===== src/rtl/deserializer_sipo.sv =====
// -----------------------------------------------------------------------------
// deserializer_sipo
//
// Serial-in, parallel-out UART-style receiver. Recovers LSB-first frames from
// an asynchronous serial line (idle high, one start bit 0, DATA_WIDTH data
// bits, one stop bit 1, every bit CLKS_PER_BIT clocks long), checks framing
// and hands each good word to a one-entry output register.
//
// Parameters
//   DATA_WIDTH    data bits per frame (>= 1)
//   CLKS_PER_BIT  clocks per bit period (even, >= 4)
//
// Ports
//   clk         in   single clock, all state on the rising edge
//   rst         in   asynchronous, active-low reset
//   srl_in      in   serial line, asynchronous to clk, idle high
//   data_ready  in   consumer takes data_out when high together with data_valid
//   data_out    out  last word loaded into the output register
//   data_valid  out  data_out holds a word the consumer has not taken yet
//   frame_err   out  one-cycle pulse: stop bit sampled 0
//   overrun     out  one-cycle pulse: good frame dropped, output register full
//   busy        out  high whenever the receive FSM is not idle
//   dbg_state   out  current FSM state (encoding of state_e), for observation
//
// Output handshake: a word is transferred on every rising edge where
// data_valid and data_ready are both high. data_valid stays high with
// data_out stable until that happens. A new word may be loaded in the same
// cycle the old one is taken. data_ready only feeds registers, so no output
// depends combinationally on it.
// -----------------------------------------------------------------------------
module deserializer_sipo #(
  parameter int DATA_WIDTH   = 8,
  parameter int CLKS_PER_BIT = 16
) (
  input  logic                  clk,
  input  logic                  rst,
  input  logic                  srl_in,
  input  logic                  data_ready,
  output logic [DATA_WIDTH-1:0] data_out,
  output logic                  data_valid,
  output logic                  frame_err,
  output logic                  overrun,
  output logic                  busy,
  output logic [1:0]            dbg_state
);

  localparam int HALF  = CLKS_PER_BIT / 2;
  localparam int CNT_W = $clog2(CLKS_PER_BIT);
  localparam int IDX_W = $clog2(DATA_WIDTH + 1);

  // Compare constants, sized to the counters they are compared against.
  localparam logic [CNT_W-1:0] CNT_HALF_M1 = CNT_W'(HALF - 1);
  localparam logic [CNT_W-1:0] CNT_LAST    = CNT_W'(CLKS_PER_BIT - 1);
  localparam logic [IDX_W-1:0] IDX_LAST    = IDX_W'(DATA_WIDTH - 1);

  typedef enum logic [1:0] {
    S_IDLE  = 2'd0,
    S_START = 2'd1,
    S_DATA  = 2'd2,
    S_STOP  = 2'd3
  } state_e;

  // ---------------------------------------------------------------------------
  // Input synchronizer. Both flops reset to the idle level so that reset does
  // not look like a falling edge on the line.
  // ---------------------------------------------------------------------------
  logic sync1_q;
  logic sync2_q;
  logic rx_s;

  always_ff @(posedge clk or negedge rst) begin
    if (!rst) begin
      sync1_q <= 1'b1;
      sync2_q <= 1'b1;
    end else begin
      sync1_q <= srl_in;
      sync2_q <= sync1_q;
    end
  end

  assign rx_s = sync2_q;

  // ---------------------------------------------------------------------------
  // Receive FSM state
  // ---------------------------------------------------------------------------
  state_e                state_q, state_d;
  logic                  arm_q,   arm_d;
  logic [CNT_W-1:0]      cnt_q,   cnt_d;
  logic [IDX_W-1:0]      idx_q,   idx_d;
  logic [DATA_WIDTH-1:0] sh_q,    sh_d;

  // Shift register contents after pushing rx_s in at the MSB (LSB-first line
  // order means the first bit ends up in bit 0 after DATA_WIDTH shifts).
  logic [DATA_WIDTH-1:0] sh_shifted;

  generate
    if (DATA_WIDTH == 1) begin : g_sh_one
      assign sh_shifted = rx_s;
    end else begin : g_sh_many
      assign sh_shifted = {rx_s, sh_q[DATA_WIDTH-1:1]};
    end
  endgenerate

  // Single-cycle strobes produced at the stop-bit sample point.
  logic frame_good;
  logic frame_bad;

  always_ff @(posedge clk or negedge rst) begin
    if (!rst) begin
      state_q <= S_IDLE;
      arm_q   <= 1'b0;
      cnt_q   <= '0;
      idx_q   <= '0;
      sh_q    <= '0;
    end else begin
      state_q <= state_d;
      arm_q   <= arm_d;
      cnt_q   <= cnt_d;
      idx_q   <= idx_d;
      sh_q    <= sh_d;
    end
  end

  always_comb begin
    state_d    = state_q;
    arm_d      = arm_q;
    cnt_d      = cnt_q;
    idx_d      = idx_q;
    sh_d       = sh_q;
    frame_good = 1'b0;
    frame_bad  = 1'b0;

    unique case (state_q)
      S_IDLE: begin
        cnt_d = '0;
        // The arm flag requires the line to have been seen high before a
        // falling edge is accepted, so a line stuck low after a framing error
        // (break) does not produce a stream of bogus frames.
        if (rx_s) begin
          arm_d = 1'b1;
        end else if (arm_q) begin
          state_d = S_START;
        end
      end

      S_START: begin
        if (cnt_q == CNT_HALF_M1) begin
          // Middle of the start bit: still low means a real start bit and
          // every following sample lands mid-bit. High means a glitch.
          cnt_d = '0;
          if (!rx_s) begin
            state_d = S_DATA;
            idx_d   = '0;
          end else begin
            state_d = S_IDLE;
          end
        end else begin
          cnt_d = cnt_q + CNT_W'(1);
        end
      end

      S_DATA: begin
        if (cnt_q == CNT_LAST) begin
          cnt_d = '0;
          sh_d  = sh_shifted;
          idx_d = idx_q + IDX_W'(1);
          if (idx_q == IDX_LAST) begin
            state_d = S_STOP;
          end
        end else begin
          cnt_d = cnt_q + CNT_W'(1);
        end
      end

      S_STOP: begin
        if (cnt_q == CNT_LAST) begin
          cnt_d   = '0;
          state_d = S_IDLE;
          if (rx_s) begin
            frame_good = 1'b1;
            arm_d      = 1'b1;
          end else begin
            frame_bad = 1'b1;
            arm_d     = 1'b0;
          end
        end else begin
          cnt_d = cnt_q + CNT_W'(1);
        end
      end

      default: begin
        state_d = S_IDLE;
      end
    endcase
  end

  // ---------------------------------------------------------------------------
  // One-entry output register and status pulses
  // ---------------------------------------------------------------------------
  logic [DATA_WIDTH-1:0] data_out_q,   data_out_d;
  logic                  data_valid_q, data_valid_d;
  logic                  frame_err_q,  frame_err_d;
  logic                  overrun_q,    overrun_d;

  always_ff @(posedge clk or negedge rst) begin
    if (!rst) begin
      data_out_q   <= '0;
      data_valid_q <= 1'b0;
      frame_err_q  <= 1'b0;
      overrun_q    <= 1'b0;
    end else begin
      data_out_q   <= data_out_d;
      data_valid_q <= data_valid_d;
      frame_err_q  <= frame_err_d;
      overrun_q    <= overrun_d;
    end
  end

  always_comb begin
    data_out_d   = data_out_q;
    data_valid_d = data_valid_q;
    // frame_good and frame_bad are mutually exclusive, so frame_err and
    // overrun can never be high together.
    frame_err_d  = frame_bad;
    overrun_d    = 1'b0;

    if (frame_good) begin
      // The register is free if empty or being emptied on this same edge.
      if (!data_valid_q || data_ready) begin
        data_out_d   = sh_q;
        data_valid_d = 1'b1;
      end else begin
        overrun_d = 1'b1;
      end
    end else if (data_valid_q && data_ready) begin
      data_valid_d = 1'b0;
    end
  end

  assign data_out   = data_out_q;
  assign data_valid = data_valid_q;
  assign frame_err  = frame_err_q;
  assign overrun    = overrun_q;
  assign busy       = (state_q != S_IDLE);
  assign dbg_state  = state_q;

endmodule


===== config.mk =====
export PLATFORM = sky130hd
export DESIGN_NAME = deserializer_sipo
export DESIGN_NICKNAME = d
export VERILOG_FILES = /design/src/rtl/deserializer_sipo.sv
export SDC_FILE = /design/constraint.sdc
export NUM_CORES = 1
export LEC_CHECK = 0
export ABC_AREA = 1
export BUFFER_PORTS_ARGS = -buffer_cell sky130_fd_sc_hd__clkbuf_2
export CAP_MARGIN = 20
export CORE_ASPECT_RATIO = 1.2
export CORE_MARGIN = 2
export CORE_UTILIZATION = 50
export CTS_CLUSTER_SIZE = 40
export DETAILED_ROUTE_END_ITERATION = 8
export GPL_ROUTABILITY_DRIVEN = 1
export GPL_TIMING_DRIVEN = 0
export PLACE_DENSITY_LB_ADDON = 0.3
export RECOVER_POWER = 25
export SLEW_MARGIN = 10
export SYNTH_ARGS = -nofsm -noshare
export SYNTH_HDL_FRONTEND = slang
export SYNTH_SLANG_ARGS = --single-unit

===== constraint.sdc =====
create_clock -name clk -period 1.4 [get_ports clk]
set_input_delay 0 -clock clk [delete_from_list [all_inputs] [get_ports clk]]
set_output_delay 0 -clock clk [all_outputs]
set_load 0.03 [all_outputs]

**After elaboration in Yosys (flattened, before gate mapping)**

Index checks and enable logic that the tools add are counted.
Widths: inputs -> output; s select.

- $add $sub $neg: 2
- Equal/unequal tests: 15
- Muxes and demuxes: 29
- Reduce and logical (&&, ||, !) cells: 15

Operator list:

| operator | number |
|---|---|
| $mux 4 | 5 |
| $ne 2x2->1 const B | 8 |
| $mux 2 | 7 |
| $mux 1 | 13 |
| $pmux 4 s3 | 1 |
| $add 4x1->4 const B | 2 |
| $eq 4x3->1 const B | 2 |
| $pmux 2 s4 | 1 |
| $pmux 4 s2 | 1 |
| $reduce_bool 2->1 | 4 |
| $reduce_and 2->1 | 3 |
| $reduce_and 6->1 | 1 |
| $eq 2x2->1 const B | 2 |
| $eq 4x4->1 const B | 1 |
| $reduce_and 4->1 | 1 |
| $reduce_and 3->1 | 1 |
| $eq 2x1->1 const B | 1 |
| $logic_not 2->1 | 1 |
| $ne 2x1->1 const B | 1 |
| $pmux 1 s2 | 1 |
| $reduce_or 2->1 | 1 |
| $logic_and 1x1->1 | 1 |
| $logic_not 1->1 | 1 |
| $logic_or 1x1->1 | 1 |

- Register bits after elaboration: 32
- Input bits: 4
- Output and inout port bits: 14
- Word-level logic and storage cells: 72

**Logic depth before layout (Yosys ltp)**

- Depth after elaboration: 5
- Mapped depth: 8
- Gate-level depth less buffers: 8

**Worst setup path after synthesis**

No wires, ideal clock.

- Path kind: register to register
- From: reg state_q[0], in the netlist dbg_state[0]
- To: reg data_out_q[5], in the netlist data_out[5]
- Library setup time: 119 ps
- Arrival time: 1,289 ps
- Data required time: 1,281 ps
- Setup slack: -8 ps
- Stages on the path, launching flop included: 7
- Buffers on the path: 1
- Clock period less this slack: 1,408 ps
- Cell sequence: dfrtp_1 nand2_1 nor2_4 nand3_4 buf_6 nand2_1 o21ai_2

- Word-level cells in the longest chain between the ends: 3

Ends and longest elaborated chain:

| element | RTL line | source |
|---|---|---|
| start: declaration | 86 | `state_e state_q, state_d;` |
| start signal: assignment | 116 | `state_q <= state_d;` |
| $eq 2x2->1 | 133 | `unique case (state_q)` |
| $mux 1 | 133 |  |
| $reduce_and 2->1 (no source line) | n/a |  |
| end signal: assignment | 212 | `data_out_q <= data_out_d;` |
| end: declaration | 200 | `logic [DATA_WIDTH-1:0] data_out_q, data_out_d;` |

Every way passes these cells.
A chain may end at the register's enable or synchronous reset.

**Worst setup path in the final report**

- From: reg cnt_q[0]
- To: reg data_out_q[6], in the netlist data_out[6]

- Word-level cells in the longest chain between the ends: 4

Ends and longest elaborated chain:

| element | RTL line | source |
|---|---|---|
| start: declaration | 88 | `logic [CNT_W-1:0] cnt_q, cnt_d;` |
| start signal: assignment | 118 | `cnt_q <= cnt_d;` |
| $eq 4x4->1 | 176 | `if (cnt_q == CNT_LAST) begin` |
| $mux 1 | 176 |  |
| $mux 1 | 133 |  |
| $reduce_and 2->1 (no source line) | n/a |  |

Every way passes these cells.

==> impl_metrics.env <==
export IMPL_start_util_pct=51.6
export IMPL_period_share_pct=95.0
export IMPL_grt_total_usage_pct=19.0
export IMPL_synth_nets=161
export IMPL_cp_end_kind="register"
export IMPL_startpoint_type="register"
export IMPL_gp_congestion=0.745
export IMPL_vdd_ir_drop_max_uv=912
export IMPL_ys_seq_area_share_pct=57.0
export IMPL_yosys_cell_types_count=21
export IMPL_clock_path_buffers=2
export IMPL_worstHoldPathType="in -> async"
export IMPL_cts_tree="done"
export IMPL_place_ws_ps=-61.6
export IMPL_first_iter_violations=31
export IMPL_period_needed_ps=1330
export IMPL_rsz0062_at_grt="yes"
export IMPL_slew_violations=0
export IMPL_grt_start_max_net_pins=33
export IMPL_antenna_found_initial=0
export IMPL_ys_ff_latch=32
export IMPL_die_height_um=62.2
export IMPL_clock_fmax_mhz=752
export IMPL_maxCapViolations=0
export IMPL_fillers=232
export IMPL_p_leak_uw=0.000859
export IMPL_drc=0
export IMPL_cp_num_buf_inv=1
export IMPL_slew_headroom_pct=50.0
export IMPL_slowest_stage="dfrtp_1"
export IMPL_yosys_warnings=0
export IMPL_multi_input_area_um2=537
export IMPL_n_antenna_cell=0
export IMPL_r2r_end="data_out[6]"
export IMPL_rows=21
export IMPL_regArea_um2=806
export IMPL_wl_per_cell_um=11.5
export IMPL_grt_overflow=0
export IMPL_final_setup_worst_slack_ps=70.0
export IMPL_regToRegSetupSlack_ps=70
export IMPL_skew_ps=7.28
export IMPL_fin_total_pwr_uw=2310
export IMPL_placedCellCount=206
export IMPL_h_tree_depth=2
export IMPL_coreArea_um2=2730
export IMPL_cp_required_ps=1630
export IMPL_drt_wl_total_mm=2.54
export IMPL_synthesis_instances=155
export IMPL_regToRegStartpoint="cnt_q[0]"
export IMPL_die_x_um=52.5
export IMPL_cts_root_buf="clkbuf_4"
export IMPL_layout_cells_non_filler=221
export IMPL_vias_per_cell=4.97
export IMPL_outcome="completed"
export IMPL_port_buffers=17
export IMPL_syn_area_per_cell_um2=9.09
export IMPL_layout_drive_gt1_share_pct=29.4
export IMPL_hold_viol_final=0
export IMPL_grt_pass1_wl_mm=4.54
export IMPL_syn2layout_area_growth_pct=19.6
export IMPL_crit_chain="ha_4, nand3_4, nor2_4, nand3_4, buf_6, nand2_1, o21ai_2"
export IMPL_cp_max_fo=10
export IMPL_max_stage_delay_ps=420
export IMPL_worstMarginPinSlew_ps=749
export IMPL_drt_pass1_iter_count=4
export IMPL_boundaryPins=18
export IMPL_powerDensity_nw_per_um2=1370
export IMPL_setup_tns_ps=0
export IMPL_reg2reg_depth=7
export IMPL_critPathKind="reg -> reg"
export IMPL_grt_pass1_vias=1060
export IMPL_die_area_um2=3260
export IMPL_worstPathArrival_ps=1560
export IMPL_fin_util_pct=61.7
export IMPL_clk_latency_ps=330
export IMPL_via_count=1099
export IMPL_numCtsBuffers=5
export IMPL_dp_final_hpwl_mm=1.75
export IMPL_path_delay_family="flip-flops"
export IMPL_ant_nets=0
export IMPL_path_clk_slew_ps=100
export IMPL_finalSetupViolCount=0
export IMPL_final_nets=193
export IMPL_synth_cell_area_um2=1410
export IMPL_clkSinkCount=32
export IMPL_crit_path_frequent_cell="nand3_4"
==> cell usage after synthesis, drive strengths merged <==
master / count / area share, %
inv: 22 / 5.9
dfrtp: 30 / 53
xor2: 1 / 0.62
nand3: 8 / 4.6
buf: 2 / 1.3
xnor2: 1 / 0.62
nand4: 2 / 0.89
nor3: 1 / 0.35
nand2: 49 / 13
dfstp: 2 / 3.7
a21oi: 1 / 0.35
or2: 1 / 0.44
nor2: 14 / 5.0
ha: 2 / 1.8
o21ai: 19 / 8.1
==> flip-flops by register name (all words and copies together), names as in the netlist, named ones only <==
name        count
rx_s            1
data_out        8
sh_q            8
sync1_q         1
dbg_state       1
idx_q           4
cnt_q           4
frame_err       1
arm_q           1
data_valid      1
overrun         1
==> layout make-up <==
type	instances	share of cell area, %
flip-flops and latches	32	47.8
well taps	34	2.52
inverters	22	4.90
plain buffers	2	1.11
repair buffers	25	9.06
clock inverters	1	0.297
clock buffers	6	2.45
multi-input cells	99	31.8
==> power by group <==
part           total (uW)  switching, uW  internal [uW]  leakage, uW
sequential           1140            122           1010     0.000425
combinational         692            465            227     0.000406
clock                 485            301            185    0.0000281
==> worst reg2reg max path, stage by stage (launching register included) <==
cell and delay [ps]:
dfrtp_1 420, ha_4 170, nand3_4 90, nor2_4 150, nand3_4 110, buf_6 160
nand2_1 70, o21ai_2 50
==> worst max path at each step <==
stage          depth (start not counted)     endpoint     start
5_1_grt                                7  data_out[2]  cnt_q[0]
6_report                               7  data_out[6]  cnt_q[0]
2_1_floorplan                          6  data_out[5]  register
3_5_place_dp                           7  data_out[6]  cnt_q[0]
3_3_place_gp                           7  data_out[5]  cnt_q[0]
4_1_cts                                7  data_out[0]  cnt_q[0]
==> cells by family (layout without fill, tap and decap cells) <==
| group | Yosys count | in the layout | synth area share [%] |
|---|---|---|---|
| AND/OR/NAND/NOR | 75 | 75 | 24.3 |
| buffers and inverters | 24 | 56 | 7.19 |
| adder cells (fa/ha/maj) | 2 | 2 | 1.78 |
| flip-flops | 32 | 32 | 57.0 |
| AO/OA/AOI/OAI | 20 | 20 | 8.44 |
| XOR/XNOR | 2 | 2 | 1.24 |
==> metrics by stage <==
step	hold slack, ps	cell area [um2]
finish	245	1690
detailed placement	93.7	1540
global placement	88.8	1540
CTS	278	1660
floorplan	-296	1410
global route	288	1690
==> what timing repair did <==
| action | CTS | global route |
|---|---|---|
| hold buffers | 3 | 0 |
| gates resized for setup | 2 | 8 |
| hold endpoints to repair | 33 | 0 |
| buffers inserted | 5 | 0 |
| pin swaps | 2 | 2 |
| endpoints found under the setup margin | 8 | 15 |
==> layer usage <==
layer / track usage (%) / vias to the layer above / part of all wire [%]
met4: 9.62 / 0 / 2.6
met5: 0 / - / 0
met1: 21.3 / 521 / 42
li1: - / 547 / -
met2: 31.1 / 24 / 51
met3: 6.49 / 7 / 3.9
==> placed cells by master (no fill, tap or decap), drive strengths merged <==
| master | instances |
|---|---|
| buf | 7 |
| xnor2 | 1 |
| clkbuf | 23 |
| nor3 | 1 |
| dfstp | 2 |
| nand3 | 8 |
| nand2 | 49 |
| inv | 22 |
| ha | 2 |
| nand4 | 2 |
| nor2 | 14 |
| o21ai | 19 |
| dlygate4sd3 | 3 |
| or2 | 1 |
| a21oi | 1 |
| dfrtp | 30 |
| xor2 | 1 |
| clkinv | 1 |
Note: power is estimated with default switching activity, not from simulation.
